### src/rtl/multi_alarm.sv
// multi_alarm: multi-channel BCD alarm with edit UI and single-ringer arbitration.
// Snooze support (SNOOZED state, per-channel counters) is built only with MULTI_ALARM_SNOOZE_EN.
module multi_alarm #(
  parameter int NUM_ALARMS = 4,
  parameter int SNOOZE_MIN = 5,
  parameter int RING_SEC = 60,
  localparam int CH_W = ($clog2(NUM_ALARMS) < 1) ? 1 : $clog2(NUM_ALARMS)
) (
  input  logic                  clk,
  input  logic                  reset,
  input  logic                  sec_tick,
  input  logic [23:0]           time_value,
  input  logic [4:0]            btn,
  input  logic                  btn_snooze,
  output logic [CH_W-1:0]       disp_ch,
  output logic [15:0]           disp_value,
  output logic [1:0]            cursor_pos,
  output logic [NUM_ALARMS-1:0] enable_mask,
  output logic                  alarm,
  output logic [CH_W-1:0]       ring_ch
);
  typedef enum logic [1:0] {IDLE, PENDING, RINGING, SNOOZED} st_t;
  st_t st [NUM_ALARMS];
  st_t st_n [NUM_ALARMS];
  logic [7:0] hh [NUM_ALARMS];
  logic [7:0] hh_n [NUM_ALARMS];
  logic [7:0] mm [NUM_ALARMS];
  logic [7:0] mm_n [NUM_ALARMS];
  logic [7:0] ring_cnt, ring_cnt_n;
  logic [CH_W-1:0] ch_n, ring_ch_n, promo_ch;
  logic [1:0] cur_n;
  logic [NUM_ALARMS-1:0] en_n;
  logic [15:0] dv_n;
  logic any_ring, promo, alarm_n;
`ifdef MULTI_ALARM_SNOOZE_EN
  logic [10:0] snz [NUM_ALARMS];
  logic [10:0] snz_n [NUM_ALARMS];
`else
  logic unused_snooze;
  assign unused_snooze = btn_snooze;
`endif

  function automatic logic [7:0] bcd_inc(input logic [7:0] v, input logic [7:0] lim);
    return (v == lim) ? 8'h00 : (v[3:0] == 4'h9) ? {v[7:4] + 4'h1, 4'h0} : v + 8'h01;
  endfunction

  always_comb begin
    any_ring = 1'b0;
    promo = 1'b0;
    promo_ch = '0;
    for (int i = NUM_ALARMS - 1; i >= 0; i--) begin
      if (st[i] == RINGING) any_ring = 1'b1;
      if (st[i] == PENDING) begin
        promo = 1'b1;
        promo_ch = CH_W'(i);
      end
    end
    promo = promo & ~any_ring;
    ch_n = btn[0] ? ((disp_ch == CH_W'(NUM_ALARMS - 1)) ? '0 : disp_ch + 1'b1) : disp_ch;
    cur_n = btn[0] ? 2'd0 : btn[1] ? ((cursor_pos == 2'd2) ? 2'd0 : cursor_pos + 2'd1) : cursor_pos;
    en_n = enable_mask ^ (btn[3] ? NUM_ALARMS'(1) << disp_ch : '0);
    ring_cnt_n = ring_cnt;
    alarm_n = 1'b0;
    ring_ch_n = '0;
    for (int i = 0; i < NUM_ALARMS; i++) begin
      hh_n[i] = hh[i];
      mm_n[i] = mm[i];
      st_n[i] = st[i];
`ifdef MULTI_ALARM_SNOOZE_EN
      snz_n[i] = snz[i];
`endif
      if (btn[2] && disp_ch == CH_W'(i) && cursor_pos == 2'd1) hh_n[i] = bcd_inc(hh[i], 8'h23);
      if (btn[2] && disp_ch == CH_W'(i) && cursor_pos == 2'd2) mm_n[i] = bcd_inc(mm[i], 8'h59);
      case (st[i])
        IDLE: st_n[i] = (sec_tick && enable_mask[i] && {hh[i], mm[i]} == time_value[23:8] &&
                         time_value[7:0] == 8'h00) ? PENDING : IDLE;
        PENDING: if (promo && promo_ch == CH_W'(i)) begin
          st_n[i] = RINGING;
          ring_cnt_n = 8'(RING_SEC);
        end
        RINGING: if (btn[4]) st_n[i] = IDLE;
`ifdef MULTI_ALARM_SNOOZE_EN
        else if (btn_snooze) begin
          st_n[i] = SNOOZED;
          snz_n[i] = 11'(SNOOZE_MIN * 60);
        end
`endif
        else if (sec_tick) begin
          if (ring_cnt <= 8'd1) st_n[i] = IDLE;
          else ring_cnt_n = ring_cnt - 8'd1;
        end
`ifdef MULTI_ALARM_SNOOZE_EN
        SNOOZED: if (btn[4] && !any_ring) st_n[i] = IDLE;
        else if (sec_tick) begin
          if (snz[i] <= 11'd1) st_n[i] = PENDING;
          else snz_n[i] = snz[i] - 11'd1;
        end
`endif
        default: st_n[i] = IDLE;
      endcase
      // disabling overrides every other transition this cycle
      if (btn[3] && disp_ch == CH_W'(i) && enable_mask[i]) st_n[i] = IDLE;
      if (st_n[i] == RINGING) begin
        alarm_n = 1'b1;
        ring_ch_n = CH_W'(i);
      end
    end
    dv_n = {hh_n[ch_n], mm_n[ch_n]};
  end

  always_ff @(posedge clk or negedge reset)
    if (!reset) begin
      for (int i = 0; i < NUM_ALARMS; i++) begin
        st[i] <= IDLE;
        hh[i] <= '0;
        mm[i] <= '0;
`ifdef MULTI_ALARM_SNOOZE_EN
        snz[i] <= '0;
`endif
      end
      ring_cnt <= '0;
      disp_ch <= '0;
      disp_value <= '0;
      cursor_pos <= '0;
      enable_mask <= '0;
      alarm <= 1'b0;
      ring_ch <= '0;
    end else begin
      for (int i = 0; i < NUM_ALARMS; i++) begin
        st[i] <= st_n[i];
        hh[i] <= hh_n[i];
        mm[i] <= mm_n[i];
`ifdef MULTI_ALARM_SNOOZE_EN
        snz[i] <= snz_n[i];
`endif
      end
      ring_cnt <= ring_cnt_n;
      disp_ch <= ch_n;
      disp_value <= dv_n;
      cursor_pos <= cur_n;
      enable_mask <= en_n;
      alarm <= alarm_n;
      ring_ch <= ring_ch_n;
    end
endmodule

### config.mk
export PLATFORM = sky130hd
export DESIGN_NAME = multi_alarm
export DESIGN_NICKNAME = d
export VERILOG_FILES = /design/src/rtl/multi_alarm.sv
export SDC_FILE = /design/constraint.sdc
export NUM_CORES = 1
export LEC_CHECK = 0
export CAP_MARGIN = 20
export CORE_ASPECT_RATIO = 1.2
export CORE_UTILIZATION = 60
export CTS_CLUSTER_DIAMETER = 120
export DETAILED_ROUTE_END_ITERATION = 6
export HOLD_SLACK_MARGIN = 0.03
export PLACE_DENSITY = 0.81
export SYNTH_ARGS = -nofsm -noshare
export SYNTH_HDL_FRONTEND = slang
export SYNTH_SLANG_ARGS = --single-unit
### constraint.sdc
create_clock -name clk -period 2.66 [get_ports clk]
set_input_delay 0.266 -clock clk [delete_from_list [all_inputs] [get_ports clk]]
set_output_delay 0.266 -clock clk [all_outputs]
set_load 0.02 [all_outputs]
==> run summary, run 1 <==
CP delay by family, top: simple AND/OR/NAND/NOR gates
P&R area growth vs syn: 16.21%
Row cnt: 44
Die area: 13120 µm²
I/O pin cnt: 60
Gpl congestion: 0.9728
Cell variety after synth: 65
Worst path slowest cell: dfrtp_1
DR WL/cell: 20.68 µm
# diodes: 0
H-tree levels: 3
Maxcap violations: 0
Final clock skew: 0.009197 ns
Syn nets: 926
Worst Path Required: 2.91 ns
Fillers: 920
Async SR Flop Fraction: 100.0%
Core area: 12220 µm²
Drt pass-1 iters: 6
Tmin final: 2.562 ns
Commonest cells in the netlist: dfrtp_1, nand2_1, ha_1, xnor2_1, o21ai_0
Number of buffers and inverters on the critical path: 1
Switching Share: 38.54%
Routed vias: 6920
Final Cycle Share: 96.33%
CTS tree: done
Sequential share of power: 36.4%
Synth area leader: dfrtp_1
First-pass GRT wire length: 35.56 mm
Count leader, synth: dfrtp_1
Layout Nets: 990
CP Capture Type: flip-flop
Setup_tns: 0 ns
Normalized max-slew margin: 54.43%
Top_reg_cell synth: dfrtp_1
Height of the die: 125.3 µm
Yosys warnings: 0
Final Hold Fails: 0
Top post-synthesis cells by area: dfrtp_1, ha_1, xnor2_1
Worst Path Arrival: 2.81 ns
DP Cell Count: 1048
Critical Path Max Stage Delay: 0.46 ns
Vias in the first global route: 6832
Clock transition at path regs: 0.07 ns
Drt initial violations: 642
Clock latency on the worst-skew pair: 0.36 ns
HP Class: in2async
DP Wirelength: 16.75 mm
Avg Vias per Cell: 6.498
Setup crit start kind: flip-flop
P_leak: 3.903 nW
Fraction of post-synthesis cell area in the top cell type by area: 35.23%
Clk sinks: 107
Post-CTS repair timing setup buffer count: 0
Layout cell share with drive strength beyond 1: 6.748%
Synth Register Bits: 107
Final WL: 22.02 mm
Cell Pwr Density: 727.9 nW/µm²
NetSw: 2.478 mW
Initial antenna violation count: 0
RSZ-0062 raised after global routing: yes
CTS root buf: clkbuf_16
Gr ovfl total: 0
# DRC: 0
Fmax: 390.3 MHz
Clock buffer depth: 2
Critical path class: reg2reg
Clock Power Share: 24.6%
PortBufs: 58
Post-synth EDFFs: 0
Mean Syn Cell Area: 9.103 µm²
Max VDD drop: 0.3614 mV
Largest net degree at the start of global routing: 53
Mapped cell area: 7601 µm²
Routed Antenna Nets: 0
Sequential cell area fraction in the yosys report: 35.23%
Final Slew Violations: 0
Final setup viols: 0
Worst path cell trace: inv_1 > ha_1 > and2_1 > ha_1 > nor2_1 > nand4b_1 > o22ai_1 > or3b_1 > a32o_1
Setup slack, reg-to-reg: 0.1 ns
DIE WIDTH: 104.7 µm
CTS Buf Count: 9
Pint: 3.952 mW
GRT Total Usage: 34.91%
Status: completed
Comb pwr share: 39.0%
Crit-path max FO: 6
Starting Density: 62.19%
Worst-margin pin slew: 0.6836 ns
Post-Layout Cell Count: 1065
Post-Syn Instances: 835
Worst path most repeated cell: ha_1
[metrics by stage]
stage | instance area [µm²] | utilization, % | power [mW] | setup WS (ns) | hold WS, ns
2_1_floorplan | 7601 | - | 3.786 | 0.3341 | -0.02959
3_3_place_gp | 8448 | 69.12 | 4.697 | 0.1627 | 0.3372
3_5_place_dp | 8448 | 69.12 | 4.807 | 0.08549 | 0.3514
4_1_cts | 8808 | 72.07 | 6.394 | 0.1392 | 0.5134
5_1_grt | 8833 | 72.28 | 6.753 | 0.01765 | 0.5409
6_report | 8833 | 72.28 | 6.429 | 0.09757 | 0.4914
[sequential cells by signal, summed over array words and instances, names as in the netlist, 2 cells and up]
name,flops
hh,32
mm,32
disp_value,16
ring_cnt,8
st,8
enable_mask,4
cursor_pos,2
disp_ch,2
ring_ch,2
[final cells by class]
| type | count | area, µm² | share of cell area [%] |
|---|---|---|---|
| Multi-Input combinational cell | 659 | 4673 | 52.90 |
| Sequential cell | 107 | 2678 | 30.31 |
| Timing Repair Buffer | 84 | 788.3 | 8.924 |
| Clock buffer | 11 | 242.7 | 2.748 |
| Tap cell | 161 | 201.4 | 2.280 |
| Inverter | 38 | 142.6 | 1.615 |
| Clock inverter | 5 | 107.6 | 1.218 |
[kinds of logic (layout without fill, tap and decap cells)]
kind of cell | count (synthesis) | in the layout | synth area share, %
multiplexers | 23 | 23 | 3.440
flip-flops | 107 | 107 | 35.23
AO/OA/AOI/OAI | 191 | 191 | 16.36
buffers and inverters | 69 | 138 | 3.621
AND/OR/NAND/NOR | 298 | 298 | 21.55
adder cells (fa/ha/maj) | 58 | 58 | 9.547
XOR/XNOR | 89 | 89 | 10.26
[cell usage in the layout (no fill, tap or decap), types with 25 or more instances in the layout]
cell type,synthesis,routed
a21oi_1,33,33
buf_4,1,25
clkdlybuf4s50_1,0,57
dfrtp_1,107,107
ha_1,58,57
inv_1,37,37
nand2_1,72,72
nand3_1,27,27
nor2_1,47,47
o21ai_0,48,48
xnor2_1,52,52
xor2_1,37,37
[worst paths after layout]
check | startpoint | end | cells after the start
max | disp_ch[0] | ring_ch[0] | 9
max reg2reg | disp_ch[0] | ring_ch[0] | 9
min | reset | hh[22] | 2
min reg2reg | ring_cnt[6] | ring_cnt[6] | 1
min in group clk | ring_cnt[6] | ring_cnt[6] | 1
max in group asynchronous | reset | ring_cnt[6] | 3
[metal layers]
metal	vias to the layer above	GRT usage [%]	part of all wire, %
li1	3149	-	-
met1	3356	42.91	39
met4	0	17.56	4.8
met5	-	0	0
met2	329	58.98	50
met3	86	6.204	6.6
[power by group through the flow]
stage,Sequential (mW),Combinational [mW],Clock (mW)
after floorplan,2.35,1.44,0
after global placement,2.33,2.36,0
after detailed placement,2.36,2.45,0
after CTS,2.33,2.47,1.59
after global routing,2.39,2.70,1.66
final,2.34,2.51,1.58
[timing repair]
action / 4_1_cts / 5_1_grt
hold buffers: 1 / 0
endpoints found under the setup margin: 0 / 6
endpoints found under the hold margin: 50 / 0
resized for setup: 0 / 6
Note: power is estimated with default switching activity, not from simulation.
==> inputs of run 2 (changes only) <==
--- a/config.mk
+++ b/config.mk
@@ -11,6 +11,7 @@
 export CTS_CLUSTER_DIAMETER = 120
 export DETAILED_ROUTE_END_ITERATION = 6
 export HOLD_SLACK_MARGIN = 0.03
+export MAX_ROUTING_LAYER = met4
 export PLACE_DENSITY = 0.81
 export SYNTH_ARGS = -nofsm -noshare
 export SYNTH_HDL_FRONTEND = slang
==> run 2 against run 1 <==
Effect of this change:
- first-iteration DRC count shrank 31%
- critical path type unchanged
- highest routed layer unchanged
- sequential cell count did not move
- cell count up 0.28%
- register-to-register slack better by 0.08 ns
- combinational power about the same
- worst setup slack improved by 0.084 ns
- design area is 0.17% lower
- via count fell by 1.6%
- hold slack worse by 0.028 ns
- clock power decreased by 9%
- critical path depth unchanged
==> run summary, run 2 (synthesis results as in run 1) <==
Setup slack, reg-to-reg: 0.18 ns (+0.08 ns)
Routed Antenna Nets: 0 (unchanged)
Final Hold Fails: 0 (unchanged)
Sequential share of power: 37.2% (+0.8 points)
Largest net degree at the start of global routing: 47 (-11%)
PortBufs: 58 (unchanged)
Switching Share: 39.35% (+0.81 points)
CTS tree: done
DP Wirelength: 16.84 mm (+0.50%)
Critical path class: reg2reg
Total Power: 6.246 mW (-2.9%)
Commonest non-fill, non-tap cell in the layout: dfrtp_1
Row cnt: 44 (unchanged)
Worst-margin pin slew: 0.6228 ns (-0.06077 ns)
Tmin final: 2.478 ns (-0.08408 ns)
Most frequent cells in the layout: dfrtp_1, nand2_1, clkdlybuf4s50_1, ha_1, xnor2_1
Crit Reg-Reg Startpoint: disp_ch[0]
Gpl congestion: 0.9927 (+2.0%)
Comb pwr share: 39.9% (+0.9 points)
Reg2Reg Depth: 9 (unchanged)
Critical Path Sink: ring_ch[0]
Crit-path max FO: 6 (unchanged)
Normalized max-slew margin: 58.48% (+4.1 points)
CP delay by family, top: simple AND/OR/NAND/NOR gates
CP Capture Type: flip-flop
Clock transition at path regs: 0.07 ns (about the same)
First-pass GRT wire length: 34.71 mm (-2.4%)
Drt pass-1 iters: 5 (-1)
Worst R2R End: ring_ch[0]
GRT Total Usage: 35.22% (+0.31 points)
Final WL: 21.69 mm (-1.5%)
CTS Buf Count: 9 (unchanged)
# DRC: 0 (unchanged)
HP Class: in2async
Final Slew Violations: 0 (unchanged)
Initial antenna violation count: 0 (unchanged)
# diodes: 0 (unchanged)
Height of the die: 125.3 µm (unchanged)
DIE WIDTH: 104.7 µm (unchanged)
Number of buffers and inverters on the critical path: 1 (unchanged)
Post-CTS repair timing setup buffer count: 0 (unchanged)
Status: completed
Cell depth of the worst setup path: 9 (unchanged)
Worst path slowest cell: dfrtp_1
Fin area: 8818 µm² (-0.17%)
Setup crit start kind: flip-flop
Biggest regs: hh (32), mm (32), disp_value (16)
Vias in the first global route: 6763 (-1.0%)
Die area: 13120 µm² (unchanged)
CTS root buf: clkbuf_16
Crit path launch: disp_ch[0]
Final Cycle Share: 93.17% (-3.2 points)
Clock Power Share: 22.9% (-1.7 points)
Clk sinks: 107 (unchanged)
I/O pin cnt: 60 (unchanged)
Layout Nets: 993 (+0.30%)
Layout cell share with drive strength beyond 1: 7.056% (+0.31 points)
Avg Vias per Cell: 6.374 (-1.9%)
Drt initial violations: 440 (-31%)
Worst path cell trace: inv_1 > ha_1 > and2_1 > ha_1 > nor2_1 > nand4b_1 > o22ai_1 > or3b_1 > a32o_1
P&R area growth vs syn: 16.02%
DR WL/cell: 20.31 µm (-1.8%)
Post-DP Area: 8471 µm² (+0.27%)
Cell Pwr Density: 708.3 nW/µm² (-2.7%)
Clock buffer depth: 2 (unchanged)
Fmax: 403.5 MHz (+3.4%)
Worst path most repeated cell: ha_1
Starting Density: 62.19% (unchanged)
Final clock skew: 0.008504 ns (-0.0006928 ns)
Routed vias: 6807 (-1.6%)
Worst Path Required: 2.91 ns (about the same)
Multi-input logic area: 4672 µm² (about the same)
Setup_tns: 0 ns (unchanged)
Core area: 12220 µm² (unchanged)
Max VDD drop: 0.6013 mV (+66%)
Pint: 3.788 mW (-4.1%)
P_leak: 3.890 nW (-0.31%)
Maxcap violations: 0 (unchanged)
H-tree levels: 3 (unchanged)
RSZ-0062 raised after global routing: no
Critical Path Max Stage Delay: 0.46 ns (about the same)
Register area: 2678 µm² (unchanged)
Clock latency on the worst-skew pair: 0.36 ns (about the same)
NetSw: 2.458 mW (-0.80%)
Final setup viols: 0 (unchanged)
Gr ovfl total: 0 (unchanged)
Fillers: 962 (+4.6%)
Worst Path Arrival: 2.72 ns (-0.09 ns)
-- run 2: power by group through the flow --
stage / clock network [mW] / registers [mW] / logic (mW)
global route: 1.50 / 2.37 / 2.68
floorplan: 0 / 2.35 / 1.44
finish: 1.43 / 2.32 / 2.49
global placement: 0 / 2.33 / 2.40
detailed placement: 0 / 2.34 / 2.45
CTS: 1.44 / 2.31 / 2.47
-- run 2: through the flow --
stage | util (%) | instances | hold slack (ns) | setup WS, ns
6_report | 72.15 | 1068 | 0.4634 | 0.1816
2_1_floorplan | - | 835 | -0.02959 | 0.3341
4_1_cts | 71.96 | 1068 | 0.4792 | 0.1625
3_3_place_gp | 69.31 | 1051 | 0.3122 | 0.2286
5_1_grt | 72.15 | 1068 | 0.5192 | 0.07586
3_5_place_dp | 69.31 | 1051 | 0.3199 | 0.1578
-- run 2: layer usage --
layer  vias up  wire, µm  part of all wire [%]  GRT usage (%)
met5         -         0                     0              -
li1       3158         -                     -              -
met3        62      1292                   6.0          3.962
met2       266     10530                    49          57.30
met4         0      1012                   4.7          18.14
met1      3321      8853                    41          43.32
-- run 2: worst min-delay path by stage --
| stage | startpoint | endpoint | cells after the start |
|---|---|---|---|
| 5_1_grt | reset | hh[28] | 2 |
| 4_1_cts | reset | hh[29] | 2 |
| 2_1_floorplan | reset | alarm | 0 |
| 3_5_place_dp | reset | hh[28] | 1 |
| 3_3_place_gp | reset | hh[28] | 1 |
| 6_report | reset | hh[28] | 2 |
-- run 2: final cells by class --
| class | instances | area share [%] |
|---|---|---|
| Multi-Input combinational cell | 659 | 52.98 |
| Sequential cell | 107 | 30.36 |
| Timing Repair Buffer | 87 | 9.194 |
| Clock buffer | 12 | 2.909 |
| Tap cell | 161 | 2.284 |
| Inverter | 38 | 1.617 |
| Clock inverter | 4 | 0.6527 |
-- run 2: what timing repair did --
action / 4_1_cts / 5_1_grt
setup endpoints to repair: 0 / 3
endpoints found under the hold margin: 44 / 0
hold buffers: 1 / 0
resized for setup: 0 / 5
==> inputs of run 3 (changes only) <==
==> constraint.sdc (replaced) <==
create_clock -name clk -period 2.66 [get_ports clk]
set_input_delay 0.266 -clock clk [delete_from_list [all_inputs] [get_ports clk]]
set_output_delay 0.266 -clock clk [all_outputs]
set_load 0.01 [all_outputs]
==> results of run 3 <==
Same layout as run 2 (identical final DEF). Status: completed.
Main changes from that run: total power 6.246 mW -> 6.149 mW; worst IR drop on VDD 0.6013 mV -> 0.5977 mV
